==> config.mk <==
export PLATFORM = sky130hd
export DESIGN_NAME = if_queue_stage_flat
export DESIGN_NICKNAME = d
export VERILOG_FILES = /design/src/rtl/if_queue_stage_if.sv /design/src/rtl/if_queue_stage.sv /design/src/flat_wrapper.sv
export SDC_FILE = /design/constraint.sdc
export NUM_CORES = 1
export LEC_CHECK = 0
export ABC_AREA = 1
export BUFFER_PORTS_ARGS = -buffer_cell sky130_fd_sc_hd__buf_2
export CORE_AREA = 2 2 251 191
export DETAILED_ROUTE_END_ITERATION = 7
export DIE_AREA = 0 0 253 193
export HOLD_SLACK_MARGIN = 0.08
export PLACE_DENSITY = 0.53
export SYNTH_ARGS = -nofsm -noshare
export SYNTH_HDL_FRONTEND = slang
export SYNTH_SLANG_ARGS = --single-unit
==> constraint.sdc <==
create_clock -name clk -period 8.2 [get_ports clk]
set_input_delay 1.64 -clock clk [delete_from_list [all_inputs] [get_ports clk]]
set_output_delay 1.64 -clock clk [all_outputs]
set_load 0.05 [all_outputs]
==> src/rtl/if_queue_stage_if.sv <==
// if_queue_stage_if
//   Bundles the fetch-queue handshakes that sit between preIF, the
//   instruction SRAM response path and the ID stage.
//   Signals:
//     issue_valid / issue_pc / issue_ex / issue_ex_code : entry offered by preIF
//     issue_ready                                       : queue accepts the entry
//     inst_sram_data_ok / inst_sram_rdata               : in-order SRAM responses
//     id_allowin                                        : ID accepts an entry
//     if_to_id_valid / if_to_id_bus                     : head entry towards ID
//     flush                                             : redirect, discards queue
//     drop_pending                                      : stale responses still due
//   Modports:
//     master : the environment around the queue (preIF, SRAM, ID, redirect)
//     slave  : the fetch queue itself
interface if_queue_stage_if #(
  parameter int EXC_W = 15
);
  logic              issue_valid;
  logic [31:0]       issue_pc;
  logic              issue_ex;
  logic [EXC_W-1:0]  issue_ex_code;
  logic              issue_ready;
  logic              inst_sram_data_ok;
  logic [31:0]       inst_sram_rdata;
  logic              id_allowin;
  logic              if_to_id_valid;
  logic [64+EXC_W:0] if_to_id_bus;
  logic              flush;
  logic              drop_pending;

  modport master (
    output issue_valid, issue_pc, issue_ex, issue_ex_code,
    output inst_sram_data_ok, inst_sram_rdata,
    output id_allowin, flush,
    input  issue_ready, if_to_id_valid, if_to_id_bus, drop_pending
  );

  modport slave (
    input  issue_valid, issue_pc, issue_ex, issue_ex_code,
    input  inst_sram_data_ok, inst_sram_rdata,
    input  id_allowin, flush,
    output issue_ready, if_to_id_valid, if_to_id_bus, drop_pending
  );
endinterface

==> src/rtl/if_queue_stage.sv <==
// if_queue_stage
//   Instruction-fetch queue. preIF pushes {pc, ex, ex_code} when it sends
//   an SRAM request (or when it raised an exception and sent none). SRAM
//   responses come back in order and fill the oldest unfinished entry. The
//   head entry is offered to ID once it is complete. A flush throws the
//   queue away and remembers how many responses are still in flight so
//   they can be discarded when they arrive.
//   Ports:
//     clk   : clock, all state on the rising edge
//     reset : asynchronous, active-high reset
//     fq    : if_queue_stage_if.slave handshake bundle
//   Parameters:
//     DEPTH : entry count, power of two in 2..16
//     EXC_W : exception-code width
module if_queue_stage #(
  parameter int DEPTH = 4,
  parameter int EXC_W = 15
) (
  input logic             clk,
  input logic             reset,
  if_queue_stage_if.slave fq
);
  localparam int AW = $clog2(DEPTH);
  localparam int CW = AW + 1;
  localparam int DW = AW + 2;

  typedef enum logic {
    RUN   = 1'b0,
    DRAIN = 1'b1
  } drop_state_t;

  // Entry payload: not reset, only read while the entry is live.
  logic [31:0]      pc_mem   [DEPTH];
  logic [31:0]      inst_mem [DEPTH];
  logic [EXC_W-1:0] code_mem [DEPTH];
  logic [DEPTH-1:0] ex_reg;

  logic [DEPTH-1:0] done_reg, done_next;
  logic [AW-1:0]    head_reg, head_next;
  logic [AW-1:0]    tail_reg, tail_next;
  logic [AW-1:0]    fill_reg, fill_next;
  logic [CW-1:0]    count_reg, count_next;
  logic [DW-1:0]    drop_cnt_reg, drop_cnt_next;
  logic [DW:0]      drop_sum;
  drop_state_t      state_reg, state_next;
  logic             stray_seen_reg;

  logic [DEPTH-1:0] live_now, live_next, stale_vec;
  logic [CW-1:0]    stale_cnt;
  logic [AW-1:0]    scan_idx;
  logic             issue_ready_int, valid_int;
  logic             issue_fire, pop_fire, fill_fire, stray_ok;

  // An entry is live when its distance from head is below the occupancy.
  // Using offsets from head avoids the full/empty ambiguity of equal pointers.
  generate
    for (genvar gi = 0; gi < DEPTH; gi++) begin : g_live
      logic [AW-1:0] off_now;
      logic [AW-1:0] off_next;
      assign off_now       = AW'(gi) - head_reg;
      assign off_next      = AW'(gi) - head_next;
      assign live_now[gi]  = ({1'b0, off_now} < count_reg);
      assign live_next[gi] = ({1'b0, off_next} < count_next);
    end
  endgenerate

  // ex entries are created done, so "not done" already implies "real request".
  assign stale_vec = live_now & ~done_reg & ~ex_reg;

  assign issue_ready_int = !reset && !fq.flush && (count_reg != CW'(DEPTH));
  assign valid_int       = (count_reg != '0) && done_reg[head_reg] && !fq.flush;

  assign issue_fire = fq.issue_valid && issue_ready_int;
  assign pop_fire   = valid_int && fq.id_allowin;
  assign fill_fire  = fq.inst_sram_data_ok && !fq.flush && (state_reg == RUN) && (stale_cnt != '0);
  // A response with nothing outstanding and nothing to drop is ignored.
  assign stray_ok   = fq.inst_sram_data_ok && (state_reg == RUN) && (stale_cnt == '0);

  assign fq.issue_ready    = issue_ready_int;
  assign fq.if_to_id_valid = valid_int;
  assign fq.if_to_id_bus   = {pc_mem[head_reg],
                              ex_reg[head_reg] ? 32'h0 : inst_mem[head_reg],
                              ex_reg[head_reg],
                              code_mem[head_reg]};
  assign fq.drop_pending   = (drop_cnt_reg != '0);

  // Pointers, occupancy, done bits and drop counter.
  always_comb begin
    stale_cnt = '0;
    for (int i = 0; i < DEPTH; i++) begin
      stale_cnt = stale_cnt + CW'(stale_vec[i]);
    end

    done_next = done_reg;
    if (fill_fire) begin
      done_next[fill_reg] = 1'b1;
    end
    if (issue_fire) begin
      done_next[tail_reg] = fq.issue_ex;
    end

    head_next  = head_reg + AW'(pop_fire);
    tail_next  = tail_reg + AW'(issue_fire);
    count_next = count_reg + CW'(issue_fire) - CW'(pop_fire);
    if (fq.flush) begin
      head_next  = '0;
      tail_next  = '0;
      count_next = '0;
    end

    // Stale responses still owed plus those orphaned by this flush; a
    // response in this cycle consumes one of them.
    drop_sum = (DW+1)'(drop_cnt_reg);
    if (fq.flush) begin
      drop_sum = drop_sum + (DW+1)'(stale_cnt);
    end
    if (fq.inst_sram_data_ok && (drop_sum != '0)) begin
      drop_sum = drop_sum - (DW+1)'(1);
    end
    if (drop_sum > (DW+1)'(2 * DEPTH)) begin
      drop_cnt_next = DW'(2 * DEPTH);
    end else begin
      drop_cnt_next = drop_sum[DW-1:0];
    end
  end

  // Fill pointer: first live, unfinished entry counted from the new head;
  // falls back to tail when everything live is complete.
  always_comb begin
    fill_next = tail_next;
    scan_idx  = '0;
    for (int i = DEPTH - 1; i >= 0; i--) begin
      scan_idx = head_next + AW'(i);
      if (live_next[scan_idx] && !done_next[scan_idx]) begin
        fill_next = scan_idx;
      end
    end
  end

  // Drop FSM next state.
  always_comb begin
    state_next = state_reg;
    case (state_reg)
      RUN:     if (drop_cnt_next != '0) state_next = DRAIN;
      DRAIN:   if (drop_cnt_next == '0) state_next = RUN;
      default: state_next = RUN;
    endcase
  end

  always_ff @(posedge clk or posedge reset) begin
    if (reset) begin
      head_reg       <= '0;
      tail_reg       <= '0;
      fill_reg       <= '0;
      count_reg      <= '0;
      drop_cnt_reg   <= '0;
      done_reg       <= '0;
      state_reg      <= RUN;
      stray_seen_reg <= 1'b0;
    end else begin
      head_reg     <= head_next;
      tail_reg     <= tail_next;
      fill_reg     <= fill_next;
      count_reg    <= count_next;
      drop_cnt_reg <= drop_cnt_next;
      done_reg     <= done_next;
      state_reg    <= state_next;
      if (stray_ok) begin
        stray_seen_reg <= 1'b1;
      end
    end
  end

  always_ff @(posedge clk) begin
    if (issue_fire) begin
      pc_mem[tail_reg]   <= fq.issue_pc;
      code_mem[tail_reg] <= fq.issue_ex_code;
      ex_reg[tail_reg]   <= fq.issue_ex;
    end
    if (fill_fire) begin
      inst_mem[fill_reg] <= fq.inst_sram_rdata;
    end
  end

  // Reports the first unexpected response; the flag stays set afterwards.
  stray_response_check : assert property (
    @(posedge clk) disable iff (reset) !(stray_ok && !stray_seen_reg)
  ) else $warning("if_queue_stage: response with no outstanding request ignored");

endmodule

==> src/flat_wrapper.sv <==
// flat-port wrapper written by rule: the top's interface ports become plain ports
module if_queue_stage_flat 
#(
  parameter int DEPTH = 4,
  parameter int EXC_W = 15
)
  (clk, reset, fq_issue_valid, fq_issue_pc, fq_issue_ex, fq_issue_ex_code, fq_inst_sram_data_ok, fq_inst_sram_rdata, fq_id_allowin, fq_flush, fq_issue_ready, fq_if_to_id_valid, fq_if_to_id_bus, fq_drop_pending);
  if_queue_stage_if #(.EXC_W(EXC_W)) fq_i ();
  input logic clk;
  input logic reset;
  input wire logic [$bits(fq_i.issue_valid)-1:0] fq_issue_valid;
  input wire logic [$bits(fq_i.issue_pc)-1:0] fq_issue_pc;
  input wire logic [$bits(fq_i.issue_ex)-1:0] fq_issue_ex;
  input wire logic [$bits(fq_i.issue_ex_code)-1:0] fq_issue_ex_code;
  input wire logic [$bits(fq_i.inst_sram_data_ok)-1:0] fq_inst_sram_data_ok;
  input wire logic [$bits(fq_i.inst_sram_rdata)-1:0] fq_inst_sram_rdata;
  input wire logic [$bits(fq_i.id_allowin)-1:0] fq_id_allowin;
  input wire logic [$bits(fq_i.flush)-1:0] fq_flush;
  output wire logic [$bits(fq_i.issue_ready)-1:0] fq_issue_ready;
  output wire logic [$bits(fq_i.if_to_id_valid)-1:0] fq_if_to_id_valid;
  output wire logic [$bits(fq_i.if_to_id_bus)-1:0] fq_if_to_id_bus;
  output wire logic [$bits(fq_i.drop_pending)-1:0] fq_drop_pending;
  assign fq_i.issue_valid = fq_issue_valid;
  assign fq_i.issue_pc = fq_issue_pc;
  assign fq_i.issue_ex = fq_issue_ex;
  assign fq_i.issue_ex_code = fq_issue_ex_code;
  assign fq_i.inst_sram_data_ok = fq_inst_sram_data_ok;
  assign fq_i.inst_sram_rdata = fq_inst_sram_rdata;
  assign fq_i.id_allowin = fq_id_allowin;
  assign fq_i.flush = fq_flush;
  assign fq_issue_ready = fq_i.issue_ready;
  assign fq_if_to_id_valid = fq_i.if_to_id_valid;
  assign fq_if_to_id_bus = fq_i.if_to_id_bus;
  assign fq_drop_pending = fq_i.drop_pending;
  if_queue_stage #(.DEPTH(DEPTH), .EXC_W(EXC_W)) u_core (.clk(clk), .reset(reset), .fq(fq_i));
endmodule
==> results by group <==
Run status
  • Status: finished, final reports clean

Yosys
  • Sequential share of the synthesized area: 75.5%
  • Flop and latch count out of synthesis: between 300 and 400
  • Mapped cell area: 13,300 um^2
  • Unique masters post-synth: approximately 40
  • Syn. warnings: 0
  • Syn avg cell area: 14.4 um^2
  • Synth Net Count: 1,036
  • Cell count after synthesis: 928

Clock network
  • CTS Sinks: 338
  • Total CTS buffers: 38
  • Clk_lat worst skew: around 540 ps
  • H-Tree Level Count: 2
  • Maximum clock insertion buffer count: 3
  • Clk root buf: clkbuf_16
  • # resized after CTS: 0
  • Hold buffer count at cts: 0
  • Clock transition at the registers of the reported paths: 60 ps
  • Postcts setup bufs: 0
  • CTS tree: built

Critical path
  • Critical path type: reg -> out
  • CP Max Fanout: 44
  • CP required: 6560 ps
  • Worst path slowest cell: inv_2
  • CP bufs+invs: 3
  • Most frequent CP cell: nand2_1
  • Crit-path cells: nand2_1, inv_2, buf_4, nand2_1, a31oi_1, buf_2
  • Worst Setup End Kind: output port
  • CP Launch Type: flop
  • Critical path data arrival time: 3560 ps
  • Slowest stage delay, CP: about 670 ps
  • R2R cell count: 24
  • Worst r2r dst: u_core.state_reg$_DFF_PP0_
  • FF-to-FF Start: u_core.head_reg[1]$_DFF_PP0_
  • Setup slack, reg-to-reg: 3160 ps
  • Cell family with most CP delay: buffers and inverters

GRT
  • Vias in the first global route: 8,217
  • Largest net degree at the start of global routing: 67
  • Initial antenna violation count: 7
  • Total global-route track usage: 13.1%
  • Remaining global-route overflow: 0
  • First-pass GRT wire length: between 40,000 and 50,000 um

Placement
  • HPWL after DPL: 18,800 um
  • Port Buffers: 168
  • GPL Wtd Cong: approximately 0.86

Floorplanning
  • Die W: roughly 250 um
  • Site Rows: 69
  • Initial core utilization: 28.6%
  • I/O pin cnt: 169
  • Die area: 48,800 um^2
  • Core area: 46,600 um^2
  • Die Ht: 193 um

Run
  • Max Cap Viol: 0

STA
  • Final Cycle Share: 63.4%
  • Max Clk Rate: just under 200 MHz
  • TNS Setup: 0 ps
  • Worst-Margin Slew: 982 ps
  • Count of final setup violators: 0
  • Final Hold Viols: 0
  • Final Critical Period: 5200 ps
  • Layout Skew: 15.5 ps
  • Relative slew slack: 34.5%
  • Final Max Tran Viols: 0
  • RSZ-0062 raised after global routing: no

Detailed routing
  • First-pass DRT Iterations: 5
  • DRC errors left: 0
  • DR vias: 8,129
  • WL per Instance: ~19 um
  • DRT antenna net count: 0
  • Final wirelength: 32,500 um
  • Vias per std cell: 4.66
  • DRT iter0 DRCs: 493

Final layout
  • Fraction of layout instances using a drive strength above 1: 23.6%
  • Most frequent cells in the layout: edfxtp_1, nand2_1, buf_2, a22oi_1, inv_1
  • Area growth from synthesis to layout: 21.1%
  • Fillers: 4,523
  • Nets: approximately 1.2k
  • Most common cell after layout, fill and taps aside: edfxtp_1
  • Footprint of the multi-input gates: between 2000 and 3000 um^2
  • Seq. cell area: 10,100 um^2
  • Largest regs: u_core.inst_mem: 128 flops, u_core.pc_mem: 128 flops, u_core.code_mem: 60 flops

Hold path
  • Beginning of the worst hold path: u_core.done_reg[2]$_DFF_PP0_
  • Worst hold path stage count: 4
  • Hold WC Path Type: reg -> reg
  • Worst Hold Path EP: u_core.done_reg[2]$_DFF_PP0_

Pwr
  • PnR Total Power: between 4 and 5 mW
  • Logic pwr share: 20.3%
  • Int Pwr: 3.18 mW
  • Power Density: 283 nW/um^2
  • Power share of the clock group: 36.5%
  • Switch Pwr: ~1.4 mW
  • Sw frac: around 30%
  • Peak VDD IR: 0.156 mV
  • Flop pwr share: between 40 and 50%
  • Leak pwr: around 6 nW
[synthesized netlist by cell type (all sizes together)]
| cell | instances | area [um^2] |
|---|---|---|
| nand2 | 194 | 748 |
| fa | 3 | 60.1 |
| nand4 | 8 | 50.1 |
| a22oi | 120 | 901 |
| nor3 | 1 | 10.0 |
| inv | 70 | 265 |
| and2 | 1 | 6.26 |
| xnor2 | 1 | 8.76 |
| o21ai | 7 | 42.5 |
| o211ai | 1 | 7.51 |
| xor2 | 3 | 33.8 |
| o22ai | 2 | 26.3 |
| a31oi | 32 | 200 |
| nand3b | 4 | 30.0 |
| nor2 | 28 | 123 |
| a221oi | 1 | 8.76 |
| dfrtp | 18 | 450 |
| or2 | 1 | 6.26 |
| a211oi | 1 | 7.51 |
| ha | 19 | 238 |
| buf | 11 | 60.1 |
| o221ai | 1 | 8.76 |
| o21bai | 2 | 15.0 |
| edfxtp | 320 | 9610 |
| a21oi | 11 | 66.3 |
| nand3 | 41 | 238 |
| clkbuf | 27 | 101 |
[worst max-delay path by stage]
stage,from,endpoint,slack [ps],cells after the start
2_1_floorplan,fq_flush,u_core.fill_reg[0]$_DFF_PP0_,2790,22
3_3_place_gp,u_core.head_reg[1]$_DFF_PP0_,u_core.state_reg$_DFF_PP0_,3130,24
3_5_place_dp,u_core.head_reg[1]$_DFF_PP0_,u_core.drop_cnt_reg[0]$_DFF_PP0_,3110,25
4_1_cts,u_core.head_reg[1]$_DFF_PP0_,fq_if_to_id_bus[43],2910,6
5_1_grt,u_core.head_reg[1]$_DFF_PP0_,u_core.drop_cnt_reg[1]$_DFF_PP0_,2610,28
6_report,u_core.head_reg[1]$_DFF_PP0_,fq_if_to_id_bus[43],3000,6
[area by class of cell]
cell class,count,area share [%]
multi-input combinational,482,17.7
clock buffer,47,6.24
inverter,70,1.64
clock inverter,21,1.40
tap,603,4.68
sequential,338,62.4
timing repair buffer,183,5.91
antenna,2,0.0310
[layer usage]
| layer | GRT usage, % | wire length (um) |
|---|---|---|
| met2 | 20.5 | 14900 |
| met5 | 0 | 48 |
| met4 | 3.85 | 578 |
| met1 | 18.3 | 15300 |
| met3 | 2.77 | 1700 |
[stage by stage]
stage          std cells  utilization [%]  setup slack, ps  cell area, um^2  hold WS [ps]
3_5_place_dp        1676             31.9             3110            14900           682
4_1_cts             1744             34.6             2910            16100           700
6_report            1746             34.6             3000            16100           706
5_1_grt             1744             34.6             2610            16100           736
2_1_floorplan        928                -             2790            13300           569
3_3_place_gp        1676             31.9             3130            14900           669
[worst register-to-register path, cell delays in order (launching register included)]
cell,delay [ps]
dfrtp_1,550
inv_2,100
nor2_4,410
nor2_1,140
inv_1,80
ha_1,210
a21oi_1,160
o21ai_0,90
nor2_1,110
ha_1,140
inv_1,50
fa_1,530
inv_1,50
ha_1,210
fa_1,470
o21ai_0,530
ha_1,250
inv_1,40
nor2_1,120
nand2_2,90
nand2_4,90
inv_2,60
nand3_2,70
xor2_2,240
nand3b_1,120
[kinds of logic (layout without fill, tap and decap cells)]
group | count (synthesis) | in the layout | synth area share [%]
fa+ha+maj | 22 | 22 | 2.24
buf+inv | 108 | 321 | 3.20
xor+xnor | 4 | 4 | 0.319
compound gates | 178 | 178 | 9.64
simple gates | 278 | 278 | 9.09
other cells | 0 | 2 | 0
flops | 338 | 338 | 75.5
[power by group through the flow]
stage | Clock [mW] | Combinational, mW | Sequential (mW)
finish | 1.66 | 0.928 | 1.97
detailed placement | 0 | 0.931 | 2.01
global placement | 0 | 0.926 | 2.00
floorplan | 0 | 0.679 | 2.00
global route | 1.77 | 1.01 | 1.97
CTS | 1.71 | 0.935 | 1.97
No activity file was read; power rests on OpenSTA's default activity.
